===== src/rtl/rxrbcnt_pkg.sv =====
// Shared definitions for the RX byte-count read sequencer: state encoding,
// descriptor field offsets and the last-beat keep helper.
package rxrbcnt_pkg;

   typedef enum logic [1:0] {
      ST_IDLE   = 2'd0,
      ST_POP    = 2'd1,
      ST_LOAD   = 2'd2,
      ST_STREAM = 2'd3
   } state_t;

   localparam int LEN_LSB = 0;
   localparam int ERR_BIT = 16;

   // Byte lanes valid on the final beat; rem==0 means a full 8-byte beat.
   function automatic logic [7:0] keep_from_rem(input logic [2:0] rem);
      logic [7:0] keep;
      if (rem == 3'd0) keep = 8'hFF;
      else             keep = 8'hFF >> (4'd8 - {1'b0, rem});
      return keep;
   endfunction

endpackage


===== src/rtl/rxrbcnt_skid2.sv =====
// Two-entry in-order output buffer. Entry 0 is the head and drives the
// stream outputs; entries are zeroed when vacated so an empty buffer
// presents all-zero payload.
module rxrbcnt_skid2 #(
   parameter int DW = 74
) (
   input  logic          i_clk,
   input  logic          i_reset,
   input  logic          i_push,
   input  logic [DW-1:0] i_din,
   input  logic          i_ready,
   output logic          o_valid,
   output logic [DW-1:0] o_dout,
   output logic [1:0]    o_occ,
   output logic          o_pop
);

   logic [DW-1:0] r_ent0;
   logic [DW-1:0] r_ent1;
   logic [1:0]    r_occ;
   logic          w_pop;

   assign w_pop   = (r_occ != 2'd0) & i_ready;
   assign o_valid = (r_occ != 2'd0);
   assign o_dout  = r_ent0;
   assign o_occ   = r_occ;
   assign o_pop   = w_pop;

   // Push/pop bookkeeping; the head always holds the oldest beat.
   always_ff @(posedge i_clk) begin
      if (i_reset) begin
         r_ent0 <= '0;
         r_ent1 <= '0;
         r_occ  <= 2'd0;
      end else begin
         unique case ({i_push, w_pop})
            2'b10: begin
               if (r_occ == 2'd0) r_ent0 <= i_din;
               else               r_ent1 <= i_din;
               if (r_occ != 2'd2) r_occ <= r_occ + 2'd1;
            end
            2'b01: begin
               r_ent0 <= r_ent1;
               r_ent1 <= '0;
               r_occ  <= r_occ - 2'd1;
            end
            2'b11: begin
               if (r_occ == 2'd1) begin
                  r_ent0 <= i_din;
               end else begin
                  r_ent0 <= r_ent1;
                  r_ent1 <= i_din;
               end
            end
            default: ;
         endcase
      end
   end

endmodule


===== src/rtl/rxrbcnt_rd_ctrl.sv =====
// Read-side sequencer for the RX byte-count FIFO and RX data FIFO.
// Pops one descriptor per packet, reads the packet's beats from the data
// FIFO and presents them as an AXI4-Stream master.
// Optional build macro: RXRBCNT_DROP_ERR_EN -- errored packets are drained
// from the data FIFO but not delivered, and counted as drops.
//
//  state     | meaning
//  ----------+-----------------------------------------------------------
//  ST_IDLE   | waiting for a descriptor in the byte-count FIFO
//  ST_POP    | cnt_rden asserted for one cycle
//  ST_LOAD   | descriptor valid on cnt_dataout; validate and latch it
//  ST_STREAM | issuing data FIFO reads until beats_left reaches zero
module rxrbcnt_rd_ctrl
   import rxrbcnt_pkg::*;
#(
   parameter int WIDTH     = 64,
   parameter int LEN_W     = 16,
   parameter int MAX_BYTES = 9600
) (
   input  logic             rdclk,
   input  logic             reset,
   input  logic             cnt_rdempty,
   output logic             cnt_rden,
   input  logic [63:0]      cnt_dataout,
   input  logic             dat_rdempty,
   output logic             dat_rden,
   input  logic [WIDTH-1:0] dat_dataout,
   output logic             m_axis_tvalid,
   input  logic             m_axis_tready,
   output logic [WIDTH-1:0] m_axis_tdata,
   output logic [7:0]       m_axis_tkeep,
   output logic             m_axis_tlast,
   output logic             m_axis_tuser,
   output logic [31:0]      pkt_cnt,
   output logic [15:0]      drop_cnt,
   output logic             busy
);

`ifdef RXRBCNT_DROP_ERR_EN
   localparam bit DROP_ERR = 1'b1;
`else
   localparam bit DROP_ERR = 1'b0;
`endif

   localparam int BW = WIDTH + 10;

   state_t           r_state;
   state_t           w_state_nxt;
   logic [LEN_W-1:0] r_beats_left;
   logic             r_err;
   logic [2:0]       r_rem;
   logic             r_inflight;
   logic             r_tag_last;
   logic [7:0]       r_tag_keep;
   logic             r_tag_user;
   logic             r_tag_drop;
   logic [31:0]      r_pkt_cnt;
   logic [15:0]      r_drop_cnt;

   logic             w_cnt_rden;
   logic             w_dat_rden;
   logic [LEN_W-1:0] w_len;
   logic             w_err;
   logic             w_len_bad;
   logic             w_err_drop;
   logic [LEN_W-1:0] w_beats;
   logic             w_last_beat;
   logic             w_room;
   logic             w_push;
   logic [BW-1:0]    w_push_din;
   logic [BW-1:0]    w_head;
   logic             w_head_valid;
   logic [1:0]       w_occ;
   logic             w_pop;
   logic             w_unused_rsvd;

   assign w_len         = cnt_dataout[LEN_LSB +: LEN_W];
   assign w_err         = cnt_dataout[ERR_BIT];
   assign w_unused_rsvd = ^cnt_dataout[63:ERR_BIT+1];
   assign w_len_bad     = (w_len == '0) || (w_len > LEN_W'(MAX_BYTES));
   assign w_err_drop    = DROP_ERR & w_err & ~w_len_bad;
   assign w_beats       = (w_len + LEN_W'(7)) >> 3;
   assign w_last_beat   = (r_beats_left == LEN_W'(1));

   // Reads in flight plus buffered beats must fit the two-entry buffer.
   assign w_room = ({1'b0, w_occ} + {2'b00, r_inflight}) < (3'd2 + {2'b00, w_pop});

   // Next-state and FIFO read enables.
   always_comb begin
      w_state_nxt = r_state;
      w_cnt_rden  = 1'b0;
      w_dat_rden  = 1'b0;
      case (r_state)
         ST_IDLE:   if (!cnt_rdempty) w_state_nxt = ST_POP;
         ST_POP: begin
            w_cnt_rden  = 1'b1;
            w_state_nxt = ST_LOAD;
         end
         ST_LOAD:   w_state_nxt = w_len_bad ? ST_IDLE : ST_STREAM;
         ST_STREAM: begin
            w_dat_rden = (r_beats_left != '0) && !dat_rdempty && w_room;
            if (w_dat_rden && w_last_beat) w_state_nxt = ST_IDLE;
         end
         default:   w_state_nxt = ST_IDLE;
      endcase
   end

   // State register.
   always_ff @(posedge rdclk) begin
      if (reset) r_state <= ST_IDLE;
      else       r_state <= w_state_nxt;
   end

   // Descriptor latch, beat countdown and per-read tag.
   always_ff @(posedge rdclk) begin
      if (reset) begin
         r_beats_left <= '0;
         r_err        <= 1'b0;
         r_rem        <= 3'd0;
         r_inflight   <= 1'b0;
         r_tag_last   <= 1'b0;
         r_tag_keep   <= 8'h00;
         r_tag_user   <= 1'b0;
         r_tag_drop   <= 1'b0;
      end else begin
         r_inflight <= w_dat_rden;
         if (r_state == ST_LOAD && !w_len_bad) begin
            r_beats_left <= w_beats;
            r_err        <= w_err;
            r_rem        <= w_len[2:0];
         end else if (w_dat_rden) begin
            r_beats_left <= r_beats_left - LEN_W'(1);
         end
         if (w_dat_rden) begin
            r_tag_last <= w_last_beat;
            r_tag_keep <= w_last_beat ? keep_from_rem(r_rem) : 8'hFF;
            r_tag_user <= w_last_beat & r_err;
            r_tag_drop <= DROP_ERR & r_err;
         end
      end
   end

   // Delivered-packet and dropped-descriptor counters.
   always_ff @(posedge rdclk) begin
      if (reset) begin
         r_pkt_cnt  <= 32'd0;
         r_drop_cnt <= 16'd0;
      end else begin
         if (w_pop && m_axis_tlast) r_pkt_cnt <= r_pkt_cnt + 32'd1;
         if (r_state == ST_LOAD && (w_len_bad || w_err_drop) && r_drop_cnt != 16'hFFFF)
            r_drop_cnt <= r_drop_cnt + 16'd1;
      end
   end

   assign w_push     = r_inflight & ~r_tag_drop;
   assign w_push_din = {dat_dataout, r_tag_keep, r_tag_last, r_tag_user};

   rxrbcnt_skid2 #(.DW(BW)) u_skid (
      .i_clk   (rdclk),
      .i_reset (reset),
      .i_push  (w_push),
      .i_din   (w_push_din),
      .i_ready (m_axis_tready),
      .o_valid (w_head_valid),
      .o_dout  (w_head),
      .o_occ   (w_occ),
      .o_pop   (w_pop)
   );

   assign cnt_rden      = w_cnt_rden;
   assign dat_rden      = w_dat_rden;
   assign m_axis_tvalid = w_head_valid;
   assign m_axis_tdata  = w_head[BW-1:10];
   assign m_axis_tkeep  = w_head[9:2];
   assign m_axis_tlast  = w_head[1];
   assign m_axis_tuser  = DROP_ERR ? 1'b0 : w_head[0];
   assign pkt_cnt       = r_pkt_cnt;
   assign drop_cnt      = r_drop_cnt;
   assign busy          = (r_state != ST_IDLE) || (w_occ != 2'd0);

endmodule


===== config.mk =====
export PLATFORM = sky130hd
export DESIGN_NAME = rxrbcnt_rd_ctrl
export DESIGN_NICKNAME = d
export VERILOG_FILES = /design/src/rtl/rxrbcnt_pkg.sv /design/src/rtl/rxrbcnt_skid2.sv /design/src/rtl/rxrbcnt_rd_ctrl.sv
export SDC_FILE = /design/constraint.sdc
export NUM_CORES = 1
export LEC_CHECK = 0
export ABC_AREA = 1
export BUFFER_PORTS_ARGS = -buffer_cell sky130_fd_sc_hd__buf_2
export CAP_MARGIN = 30
export CELL_PAD_IN_SITES_DETAIL_PLACEMENT = 0
export CELL_PAD_IN_SITES_GLOBAL_PLACEMENT = 1
export CORE_UTILIZATION = 35
export CTS_CLUSTER_SIZE = 20
export DETAILED_ROUTE_END_ITERATION = 8
export HOLD_SLACK_MARGIN = 0.12
export PLACE_DENSITY = 0.86
export RECOVER_POWER = 50
export SLEW_MARGIN = 5
export SYNTH_ARGS = -nofsm -noshare
export SYNTH_HDL_FRONTEND = slang
export SYNTH_HIERARCHICAL = 1
export SYNTH_SLANG_ARGS = --single-unit
export TNS_END_PERCENT = 10

===== constraint.sdc =====
create_clock -name rdclk -period 2.4 [get_ports rdclk]
set_input_delay 0.24 -clock rdclk [delete_from_list [all_inputs] [get_ports rdclk]]
set_output_delay 0.24 -clock rdclk [all_outputs]
set_load 0.03 [all_outputs]

==> impl_results.md <==
- Clock period minus worst slack: 2.30 ns
- Post-synth top cells: 712 x nand2_1, 265 x nor2_1, 256 x inv_1, 231 x dfxtp_1, 192 x o21ai_0
- Final Max Tran Viols: 0
- Worst relative slew slack: 38.0%
- Total Power: 10.8 mW
- CTS H-tree depth: 1
- Slowest cell delay on critical path: 0.31 ns
- Fin. Hold Viols: 0
- Maximum capacitance violations: 0
- CTS root buf: clkbuf_16
- Top post-synthesis cells by area: dfxtp_1 35%, nand2_1 20%, nor2_1 7.5%, o21ai_0 7.3%, inv_1 7.3%
- Post-Route WL: 40600 um
- Netlist cell types: 40
- Setup TNS: 0 ns
- Clock buffer count from CTS: 29
- Post-synth EDFFs: 0
- Worst hold slack: between 0.1 and 0.15 ns
- Critical Path AT: 2.06 ns
- Initial cell density of the core: 35.9%
- Die H: 196 um
- Tightest Hold Check Type: input port to flop
- Nets: roughly 2600
- Async SR Flop Fraction: 0%
- Layout cells sized above 1: 8.20%
- Filler cell count: 3914
- Gpl congestion: 0.880
- Setup CP Type: flop to output port
- Tcrit/Tclk final: 95.7%
- Clock Path Buffers: 3
- Synth-to-layout area growth: 23.8%
- Critical path, cell by cell: buf_4 -> ha_1 -> ha_2 -> or2_4 -> a21oi_4 -> nand3_2 -> inv_4 -> buf_8
- Largest delay share family, worst path: adder cells
- Die Wd: 196 um
- First-pass GRT wire length: ~67000 um
- Maximum VDD drop: approximately 0.54 mV
- Fmax: 435 MHz
- Buf+Inv Stages, Crit Path: 3
- Synth area leader: dfxtp_1
- Post-route cell area: 0.0164 mm^2
- Initial antenna violation count: 0
- Clock latency on the worst-skew pair: 0.56 ns
- Final Skew: roughly 0.015 ns
- Core Area: approximately 0.037 mm^2
- Slowest cell on crit path: dfxtp_1
- Pleak: 7.74 nW
- CP Data Required Time: 2.16 ns
- FP Rows: 70
- Average size of a mapped cell: around 6.0 um^2
- Crit Path Max Fanout: 4
- Yosys top cell area share: 35.0%
- Detail Route Antenna Nets: 0
- GRT Overall Usage: around a fifth
- Via count: 14300
- Count leader, synth: nand2_1
- Placed inst area: roughly 0.015 mm^2
- Post-synthesis register bit count: 231
- Worst-path clk slew: 0.06 ns
- Top FF cell, synth: dfxtp_1
- Area of the die: 0.0386 mm^2
- Register area share after synthesis: 35.0%
- Synthesized instance count: 2191
- Crit path depth: 8
- DR vias/cell: 4.83
- Outcome: completed
- Crit start category: flop
- Hpwl dp: 26000 um
- Worst Hold Depth: 6
- Vias in the first global route: 13300
- P per Cell Area: about 660 mW/mm^2
- Final core area utilization: 44.4%
- Unrepaired setup endpoints after global routing: false
- Worst reg2reg path depth: 11
- Mapped Area: about 0.013 mm^2
- IO Port Bufs: between 200 and 250
- Avg WL per Cell: 13.7 um
- Worst Max-Slew Pin Slew: 0.930 ns
- Clk sinks: 231
- Largest net degree at the start of global routing: 87
- CTS tree: built
- Boundary Pins: 259
- GRT Residual Overflow: 0
- DRT iter0 DRCs: 801
- TritonRoute pass-1 iters: 5
- Setup crit end kind: output port
- Yosys warns: 6
- Syn Nets: 2339
- Final setup vio count: 0
- DRC Markers: 0
routing by layer:
| layer | track usage [%] | wire length, um | vias up |
|---|---|---|---|
| li1 | - | - | 7323 |
| met1 | 26.4 | 18500 | 6507 |
| met2 | 35.6 | 18500 | 382 |
| met3 | 3.95 | 2550 | 66 |
| met4 | 6.13 | 1040 | 0 |
| met5 | 0 | 0 | - |
final cells by class:
type | instances | area [um^2] | area share [%]
Antenna cell | 1 | 2.50 | 0.0153
Clock buffer | 45 | 836 | 5.11
Clock inverter | 6 | 105 | 0.642
Inverter | 261 | 987 | 6.03
Multi-Input combinational cell | 1582 | 7140 | 43.6
Sequential cell | 231 | 4620 | 28.2
Tap cell | 504 | 631 | 3.85
Timing Repair Buffer | 325 | 2050 | 12.5
sequential cells by signal, summed over array words and instances, names as in the netlist, 2 cells and up:
signal,cells
r_beats_left,16
pkt_cnt,32
u_skid/o_occ,2
u_skid/r_ent1,74
drop_cnt,16
r_state,2
r_rem,3
r_tag_keep,8
u_skid/o_dout,74
logic make-up after synthesis:
group / share of synthesized area, %
AO/OA/AOI/OAI: 12.3
XOR/XNOR: 2.19
adder cells (fa/ha/maj): 1.42
buffers and inverters: 11.4
flip-flops: 35.0
AND/OR/NAND/NOR: 37.8
tightest hold or removal path: stages:
cell,delay [ns]
buf_2,0.12
xor2_1,0.08
nand3_1,0.08
nand2_1,0.06
inv_1,0.04
nor2_1,0.04
power breakdown:
group / total, mW / leakage, nW / switching, mW / internal [mW]
Combinational: 2.16 / 5.40 / 1.44 / 0.724
Sequential: 4.27 / 1.88 / 0.159 / 4.11
Clock: 4.40 / 0.460 / 1.71 / 2.69
Total: 10.8 / 7.74 / 3.31 / 7.52
per-stage QoR:
stage	setup WS [ns]	cells
2_1_floorplan	0.000681	2191
3_3_place_gp	0.180	2827
3_5_place_dp	0.141	2827
4_1_cts	0.0137	2952
5_1_grt	0.0133	2954
6_report	0.104	2955
path summary, 6_finish.rpt:
| path | from | end | slack, ns |
|---|---|---|---|
| min reg2reg | r_err$_SDFFE_PP0P_ | r_tag_user$_SDFFE_PP0P_ | 0.46 |
| max reg2reg | u_skid/o_occ[0]$_SDFFE_PP0P_ | u_skid/o_dout[23]$_SDFFE_PP0P_ | 0.20 |
| max | u_skid/o_occ[0]$_SDFFE_PP0P_ | dat_rden | 0.10 |
| min | cnt_dataout[8] | r_beats_left[5]$_SDFFE_PP0P_ | 0.14 |
layout by cell type (no fill, tap or decap), drive strengths merged, types with 2 or more instances in the layout:
cell type    synthesis  final
bufinv               0      3
a31oi                2      2
nand3              182    182
clkbuf              66    174
a21oi              122    122
inv                260    260
nor3b                2      2
xor2                25     25
dfxtp              231    231
nor2               272    272
nor3                20     20
nand4               16     16
buf                 51    124
clkinv               1      4
nand3b               4      4
ha                  15     15
nand2              716    716
dlygate4sd3          0     72
xnor2                8      8
o21ai              193    193
timing repair:
| action | CTS | global route |
|---|---|---|
| endpoints found under the setup margin | 1 | 12 |
| cloned | 0 | 0 |
| resized for setup | 8 | 5 |
| endpoints found under the hold margin | 144 | 0 |
| hold buffers | 72 | 0 |
| setup buffers | 2 | 2 |
| pin swaps | 1 | 2 |
Note: power is estimated with default switching activity, not from simulation.
